File: src/rtl/shift_deserializer_if.sv
// Bundle of the serial-input, parallel-output and status signals of shift_deserializer.
// Word handshake: a word transfers on every rising clk edge where data_valid && data_ready; data_out holds steady while data_valid=1.
interface shift_deserializer_if #(
  parameter int WIDTH = 8
);
  logic             s_in;
  logic             s_valid;
  logic             frame_start;
  logic [WIDTH-1:0] data_out;
  logic             data_valid;
  logic             data_ready;
  logic             busy;
  logic             frame_err;
  logic             overrun;
  logic             clr_overrun;

  modport master (
    output s_in, s_valid, frame_start, data_ready, clr_overrun,
    input  data_out, data_valid, busy, frame_err, overrun
  );

  modport slave (
    input  s_in, s_valid, frame_start, data_ready, clr_overrun,
    output data_out, data_valid, busy, frame_err, overrun
  );
endinterface

File: src/rtl/shift_deserializer.sv
// Framed serial-to-parallel receiver with a single-entry valid/ready output buffer.
// Aborted frames pulse frame_err; words completed while the buffer is full set sticky overrun.
module shift_deserializer #(
  parameter int WIDTH     = 8,
  parameter bit MSB_FIRST = 1'b1
) (
  input  logic                 clk,
  input  logic                 rst,
  shift_deserializer_if.slave  bus,
  output logic                 o_dbg_state
);
  localparam int CW = $clog2(WIDTH + 1);
  localparam logic [CW-1:0] LAST_IDX = CW'(WIDTH - 1);

  typedef enum logic {
    IDLE  = 1'b0,
    SHIFT = 1'b1
  } state_e;

  state_e           r_state, w_state_nxt;
  logic [CW-1:0]    r_cnt, w_cnt_nxt;
  logic [WIDTH-1:0] r_shift, w_shift_nxt;
  logic [WIDTH-1:0] w_first, w_shifted;
  logic [WIDTH-1:0] r_data;
  logic             r_valid, r_ferr, r_ovr;
  logic             w_done, w_abort, w_hs, w_drop;

  // A fresh frame clears stale partial bits so the word never depends on earlier aborts.
  generate
    if (MSB_FIRST) begin : g_msb
      assign w_first   = WIDTH'(bus.s_in);
      assign w_shifted = (r_shift << 1) | WIDTH'(bus.s_in);
    end else begin : g_lsb
      assign w_first   = WIDTH'(bus.s_in) << (WIDTH - 1);
      assign w_shifted = (r_shift >> 1) | (WIDTH'(bus.s_in) << (WIDTH - 1));
    end
  endgenerate

  always_comb begin
    w_state_nxt = r_state;
    w_cnt_nxt   = r_cnt;
    w_shift_nxt = r_shift;
    w_done      = 1'b0;
    w_abort     = 1'b0;
    case (r_state)
      IDLE: begin
        if (bus.s_valid && bus.frame_start) begin
          w_shift_nxt = w_first;
          w_cnt_nxt   = CW'(1);
          w_state_nxt = SHIFT;
        end
      end
      SHIFT: begin
        if (bus.s_valid) begin
          if (bus.frame_start) begin
            w_abort     = 1'b1;
            w_shift_nxt = w_first;
            w_cnt_nxt   = CW'(1);
          end else begin
            w_shift_nxt = w_shifted;
            if (r_cnt == LAST_IDX) begin
              w_done      = 1'b1;
              w_cnt_nxt   = '0;
              w_state_nxt = IDLE;
            end else begin
              w_cnt_nxt = r_cnt + 1'b1;
            end
          end
        end
      end
      default: w_state_nxt = IDLE;
    endcase
  end

  assign w_hs   = r_valid & bus.data_ready;
  assign w_drop = w_done & r_valid & ~bus.data_ready;

  always_ff @(posedge clk) begin
    if (rst) begin
      r_state <= IDLE;
      r_cnt   <= '0;
      r_shift <= '0;
    end else begin
      r_state <= w_state_nxt;
      r_cnt   <= w_cnt_nxt;
      r_shift <= w_shift_nxt;
    end
  end

  // A completion that coincides with a handshake reloads the buffer with no bubble.
  always_ff @(posedge clk) begin
    if (rst) begin
      r_data  <= '0;
      r_valid <= 1'b0;
      r_ferr  <= 1'b0;
      r_ovr   <= 1'b0;
    end else begin
      r_ferr <= w_abort;
      if (w_done && !w_drop) begin
        r_data  <= w_shift_nxt;
        r_valid <= 1'b1;
      end else if (w_hs) begin
        r_valid <= 1'b0;
      end
      if (w_drop) begin
        r_ovr <= 1'b1;
      end else if (bus.clr_overrun) begin
        r_ovr <= 1'b0;
      end
    end
  end

  assign bus.data_out   = r_data;
  assign bus.data_valid = r_valid;
  assign bus.busy       = (r_state == SHIFT);
  assign bus.frame_err  = r_ferr;
  assign bus.overrun    = r_ovr;
  assign o_dbg_state    = (r_state == SHIFT);
endmodule

File: src/flat_wrapper.sv
// flat-port wrapper written by rule: the top's interface ports become plain ports
module shift_deserializer_flat 
#(
  parameter int WIDTH     = 8,
  parameter bit MSB_FIRST = 1'b1
)
  (clk, rst, o_dbg_state, bus_s_in, bus_s_valid, bus_frame_start, bus_data_ready, bus_clr_overrun, bus_data_out, bus_data_valid, bus_busy, bus_frame_err, bus_overrun);
  shift_deserializer_if #(.WIDTH(WIDTH)) bus_i ();
  input  logic clk;
  input  logic rst;
  output logic o_dbg_state;
  input wire logic [$bits(bus_i.s_in)-1:0] bus_s_in;
  input wire logic [$bits(bus_i.s_valid)-1:0] bus_s_valid;
  input wire logic [$bits(bus_i.frame_start)-1:0] bus_frame_start;
  input wire logic [$bits(bus_i.data_ready)-1:0] bus_data_ready;
  input wire logic [$bits(bus_i.clr_overrun)-1:0] bus_clr_overrun;
  output wire logic [$bits(bus_i.data_out)-1:0] bus_data_out;
  output wire logic [$bits(bus_i.data_valid)-1:0] bus_data_valid;
  output wire logic [$bits(bus_i.busy)-1:0] bus_busy;
  output wire logic [$bits(bus_i.frame_err)-1:0] bus_frame_err;
  output wire logic [$bits(bus_i.overrun)-1:0] bus_overrun;
  assign bus_i.s_in = bus_s_in;
  assign bus_i.s_valid = bus_s_valid;
  assign bus_i.frame_start = bus_frame_start;
  assign bus_i.data_ready = bus_data_ready;
  assign bus_i.clr_overrun = bus_clr_overrun;
  assign bus_data_out = bus_i.data_out;
  assign bus_data_valid = bus_i.data_valid;
  assign bus_busy = bus_i.busy;
  assign bus_frame_err = bus_i.frame_err;
  assign bus_overrun = bus_i.overrun;
  shift_deserializer #(.WIDTH(WIDTH), .MSB_FIRST(MSB_FIRST)) u_core (.clk(clk), .rst(rst), .bus(bus_i), .o_dbg_state(o_dbg_state));
endmodule
File: config.mk
export PLATFORM = sky130hd
export DESIGN_NAME = shift_deserializer_flat
export DESIGN_NICKNAME = d
export VERILOG_FILES = /design/src/rtl/shift_deserializer_if.sv /design/src/rtl/shift_deserializer.sv /design/src/flat_wrapper.sv
export SDC_FILE = /design/constraint.sdc
export NUM_CORES = 1
export LEC_CHECK = 0
export ABC_CLOCK_PERIOD_IN_PS = 1900
export CORE_MARGIN = 1
export CORE_UTILIZATION = 50
export CTS_BUF_LIST = sky130_fd_sc_hd__clkbuf_16
export DETAILED_ROUTE_END_ITERATION = 16
export PLACE_DENSITY = 0.76
export SYNTH_ARGS = -nofsm -noshare
export SYNTH_HDL_FRONTEND = slang
export SYNTH_SLANG_ARGS = --single-unit
File: constraint.sdc
create_clock -name clk -period 1.9 [get_ports clk]
set_clock_uncertainty 0.2 [all_clocks]
set_input_delay 0.19 -clock clk [delete_from_list [all_inputs] [get_ports clk]]
set_output_delay 0.19 -clock clk [all_outputs]
set_load 0.01 [all_outputs]
* Word-level counts from Yosys, hierarchy flattened
Index checks and enable logic that the tools add are counted.
Cells by class: $add $sub $neg 1, eq/ne operators 3, multiplexer cells 23, bitwise logic cells 7, reductions and logical operators 7
Operators by type and width (number):
- $mux 8 | 3
- $mux 4 | 4
- $pmux 8 s2 | 1
- $mux 1 | 13
- $or 8x1->8 | 1
- $pmux 4 s2 | 1
- $add 4x1->4 const B | 1
- $eq 4x3->1 const B | 1
- $reduce_bool 2->1 | 2
- $and 1x1->1 | 3
- $not 1->1 | 3
- $reduce_or 3->1 | 1
- $logic_and 1x1->1 | 2
- $ne 2x1->1 const B | 1
- $ne 2x2->1 const B | 1
- $pmux 1 s2 | 1
- $reduce_and 2->1 | 1
- $logic_not 1->1 | 1
Storage, ports and cells: register bits 24, input port bits 7, output and inout bits 13, word-level logic and storage cells 48

* Depth between registers and ports, before layout
depth in word-level cells 10, gate-level depth with buffers 5, depth with buffers taken out 4

* Worst setup path after synthesis
No wires, ideal clock.
kind flip-flop to flip-flop, start register u_core.r_cnt[0], end register u_core.r_data[5], in the netlist u_core.bus.data_out[5], setup time 80 ps, arrival 1190 ps, required time 1620 ps, slack 430 ps, cell stages (with the launch flop) 6, buffers on the path 1, clock period less this slack 1470 ps, cells stage by stage dfxtp_1 ha_1 and4b_4 and3_1 buf_6 a211oi_2
Between the ends: cells in the longest elaborated chain, start to end 9
RTL lines:
- start: declaration | RTL line shift_deserializer.sv:21 | logic [CW-1:0] r_cnt, w_cnt_nxt;
- start signal: assignment | RTL line shift_deserializer.sv:85 | r_cnt <= w_cnt_nxt;
- $eq 4x3->1 * | RTL line shift_deserializer.sv:61 | if (r_cnt == LAST_IDX) begin
- $mux 1 * | RTL line shift_deserializer.sv:61
- $mux 1 * | RTL line shift_deserializer.sv:55 | if (bus.frame_start) begin
- $mux 1 * | RTL line shift_deserializer.sv:54 | if (bus.s_valid) begin
- $mux 1 * | RTL line shift_deserializer.sv:45 | case (r_state)
- $and 1x1->1 (2 in a row) | RTL line shift_deserializer.sv:76 | assign w_drop = w_done & r_valid & ~bus.data_ready;
- $logic_not 1->1 | RTL line shift_deserializer.sv:99 | if (w_done && !w_drop) begin
- $logic_and 1x1->1 * | RTL line shift_deserializer.sv:99
- end signal: assignment | RTL line shift_deserializer.sv:100 | r_data <= w_shift_nxt;
- end: declaration | RTL line shift_deserializer.sv:24 | logic [WIDTH-1:0] r_data;
Every way passes the cells marked *; elsewhere a longest branch is shown, timed or not. A chain may end at the register's enable or synchronous reset.

* Final worst setup path
start register u_core.r_state, in the netlist u_core.bus.busy, end output o_dbg_state
RTL lines:
- start: declaration | RTL line shift_deserializer.sv:20 | state_e r_state, w_state_nxt;
- start signal: assignment | RTL line shift_deserializer.sv:84 | r_state <= w_state_nxt;
- end: declaration | RTL line flat_wrapper.sv:11 | output logic o_dbg_state;
No word-level cell between the ends.

==> key figures <==
Timing
  • Final setup viols: 0
  • Least-Margin Pin Slew: 334 ps
  • Final Hold Fails: 0
  • Rel. slew slack: 77.7%
  • Min cycle time layout: ~1700 ps
  • Final Cycle Share: approximately nine tenths
  • Max-slew violations: 0
  • RSZ-0062 raised after global routing: false
  • Total Neg Setup Slack: 0 ps
  • Peak Freq: 0.576 GHz
  • Worst hold slack: 286 ps

Critical path
  • Crit path DAT: 1350 ps
  • Reg2reg end: u_core.bus.data_out[5]$_SDFFE_PP0P_
  • CP cell instances: clkdlybuf4s50_1
  • Max stage delay cell, worst path: clkdlybuf4s50_1
  • Worst-case reg-to-reg path depth: 5
  • Worst r2r src: u_core.r_cnt[0]$_SDFFE_PP0P_
  • Crit path max-delay family: buffers and inverters
  • Crit Path Max Fanout: 15
  • WS Path Type: register to output pin
  • CP Capture Type: output pin
  • CP startpoint: u_core.bus.busy$_SDFF_PP0_
  • Setup crit start kind: register
  • Buffer and inverter count on the worst path: 1
  • Worst stage delay on the critical path: between 500 and 600 ps
  • CP required: between 1500 and 2000 ps
  • R2r setup slk: 320 ps

GRT
  • GR Overflow Total: 0
  • Initial antenna violation count: 0
  • Largest net degree at the start of global routing: 19
  • First-pass GRT wire length: 4030 um
  • Vias in the first global route: 866
  • Gr usage total: 21.7%

Yosys
  • Asr flop ratio synth: 0%
  • Synth Register Bits: 24
  • Top-count cell post-synth: dfxtp_1
  • Unique masters post-synth: 32
  • Number of flops mapped to enable cells by yosys: 0
  • Avg Inst Size Synth: roughly 10 um2
  • Seq/Total Area, Yosys: 42.8%
  • Top cells by count, synth: dfxtp_1 (24), a211oi_2 (12), nor2_1 (10), a31oi_1 (8), nor2b_1 (7)
  • Synth top area cells: dfxtp_1 (43%), a211oi_2 (13%), and4b_1 (5.3%)
  • Cell area after synthesis: 1120 um2
  • Warnings, synthesis: 0
  • Commonest register cell after synthesis: dfxtp_1
  • Mapped Cells: 110
  • Synthesized net count: between 100 and 150
  • Synth top area share: 42.8%
  • Area leader, netlist: dfxtp_1

Detailed routing
  • Routed len/inst: 14.4 um
  • Vias: 920
  • Initial DRC count: 36
  • Vias per cell: ~5.6
  • Drt pass-1 iters: 5
  • ANT nets after route: 0
  • Residual DRC count: 0
  • Drt total wl: 2370 um

Run
  • Max cap viols: 0

Min path
  • Min-delay src: u_core.bus.overrun$_SDFFE_PP0P_
  • Hold path cells: 2
  • Hold Path Class: register to register
  • Hold EP: u_core.bus.overrun$_SDFFE_PP0P_

Power
  • Internal Power: 0.829 mW
  • Worst vdd ir: 0.531 mV
  • Lkg Pwr: 0.543 nW
  • Clock network power share: 43.1%
  • Sw Pwr: approximately 0.21 mW
  • Switching Share: 20.6%
  • Pwr Density: 705 nW/um2
  • Seq pwr share: 49.5%
  • Logic pwr share: under 10%
  • Total power: 1.04 mW

Layout
  • Ant diodes: 0
  • Area growth, synth to finish: 31.8%
  • Fill cells: 167
  • Nets@finish: roughly 150
  • Ratio of cells with drive above 1 in the final layout: between 20% and 30%
  • Finished Layout Cells: 164

Placement
  • Dpl cells: 160
  • GP Congestion: 0.790
  • IO buf count: 19
  • DP HPWL: 1620 um

Die
  • Overall die height: 49.4 um
  • Top Ports: 20
  • Core Area: 2040 um2
  • Die area: 2440 um2
  • Starting density of the core: 55.0%
  • Rows: 16
  • Width of the die: just under 50 um

Run status
  • Outcome: complete, no violations

Clocking
  • Num CTS Buffers: 3
  • Worst skew pair latency: 250 ps
  • Hold buffer count at cts: 0
  • Worst-case clock buffer depth: 2
  • H-tree depth: 1
  • Postcts setup bufs: 0
  • CTS root buf: clkbuf_16
  • CTS sink count: 24
  • CTS tree: yes
  • Clock transition at path regs: 60 ps
[layer usage]
layer / global-route usage [%] / wire length, um / vias up
li1: - / - / 459
met1: 30.9 / 1170 / 427
met2: 31.5 / 1040 / 30
met3: 3.12 / 120 / 4
met4: 11.0 / 29 / 0
met5: 0 / 0 / -
[state kept, by name (all words and copies together) (netlist names)]
register               cells
u_core.bus.busy            1
u_core.bus.data_out        8
u_core.bus.data_valid      1
u_core.bus.frame_err       1
u_core.bus.overrun         1
u_core.r_cnt               4
u_core.r_shift             8
[final cells by class]
cell class	count	area, um2	area share, %
tap	27	33.8	2.28
multi-input combinational	74	568	38.3
clock inverter	1	3.75	0.253
sequential	24	482	32.5
clock buffer	3	75.1	5.07
timing repair buffer	34	315	21.3
inverter	1	3.75	0.253
[worst max-delay path by stage]
| stage | slack, ps | end | cells past startpoint |
|---|---|---|---|
| 3_3_place_gp | 20 | u_core.bus.data_out[2]$_SDFFE_PP0P_ | 6 |
| 3_5_place_dp | 20 | u_core.bus.data_out[2]$_SDFFE_PP0P_ | 6 |
| 5_1_grt | 120 | o_dbg_state | 1 |
| 6_report | 160 | o_dbg_state | 1 |
| 2_1_floorplan | 430 | u_core.bus.data_out[5]$_SDFFE_PP0P_ | 5 |
| 4_1_cts | 170 | o_dbg_state | 1 |
[placed cells by master, fill, tap and decap left out, types with 2 or more instances in the layout]
master,instances
a211oi_1,3
a211oi_2,12
a21oi_1,5
a22oi_1,2
a31oi_1,8
and4b_1,6
buf_4,14
clkbuf_16,3
clkdlybuf4s50_1,19
dfxtp_1,23
nand2_1,2
nand2b_1,3
nor2_1,10
nor2b_1,7
o21ai_1,2
[through the flow]
stage          instance area, um2  utilization (%)  setup WS [ps]
2_1_floorplan                1120                -            430
3_3_place_gp                 1400             68.6           23.6
6_report                     1480             72.5            163
5_1_grt                      1480             72.5            124
3_5_place_dp                 1400             68.6           22.6
4_1_cts                      1480             72.5            167
[power by group through the flow]
stage	Sequential (mW)	Combinational, mW	Clock (mW)
after floorplan	0.524	0.0431	0
after global placement	0.527	0.0751	0
after detailed placement	0.528	0.0753	0
after CTS	0.517	0.0765	0.457
after global routing	0.517	0.0831	0.488
final	0.517	0.0766	0.450
[repair_timing]
item,4_1_cts,5_1_grt
endpoints found under the hold margin,0,0
setup endpoints to repair,2,0
gates resized for setup,1,0
[logic make-up after synthesis]
family | after synthesis | share of synthesized area (%)
simple gates | 36 | 21.0
compound gates | 34 | 25.7
flops | 24 | 42.8
buf+inv | 12 | 6.68
mux | 2 | 1.89
xor+xnor | 1 | 0.780
fa+ha+maj | 1 | 1.11
Note: power is estimated with default switching activity, not from simulation.
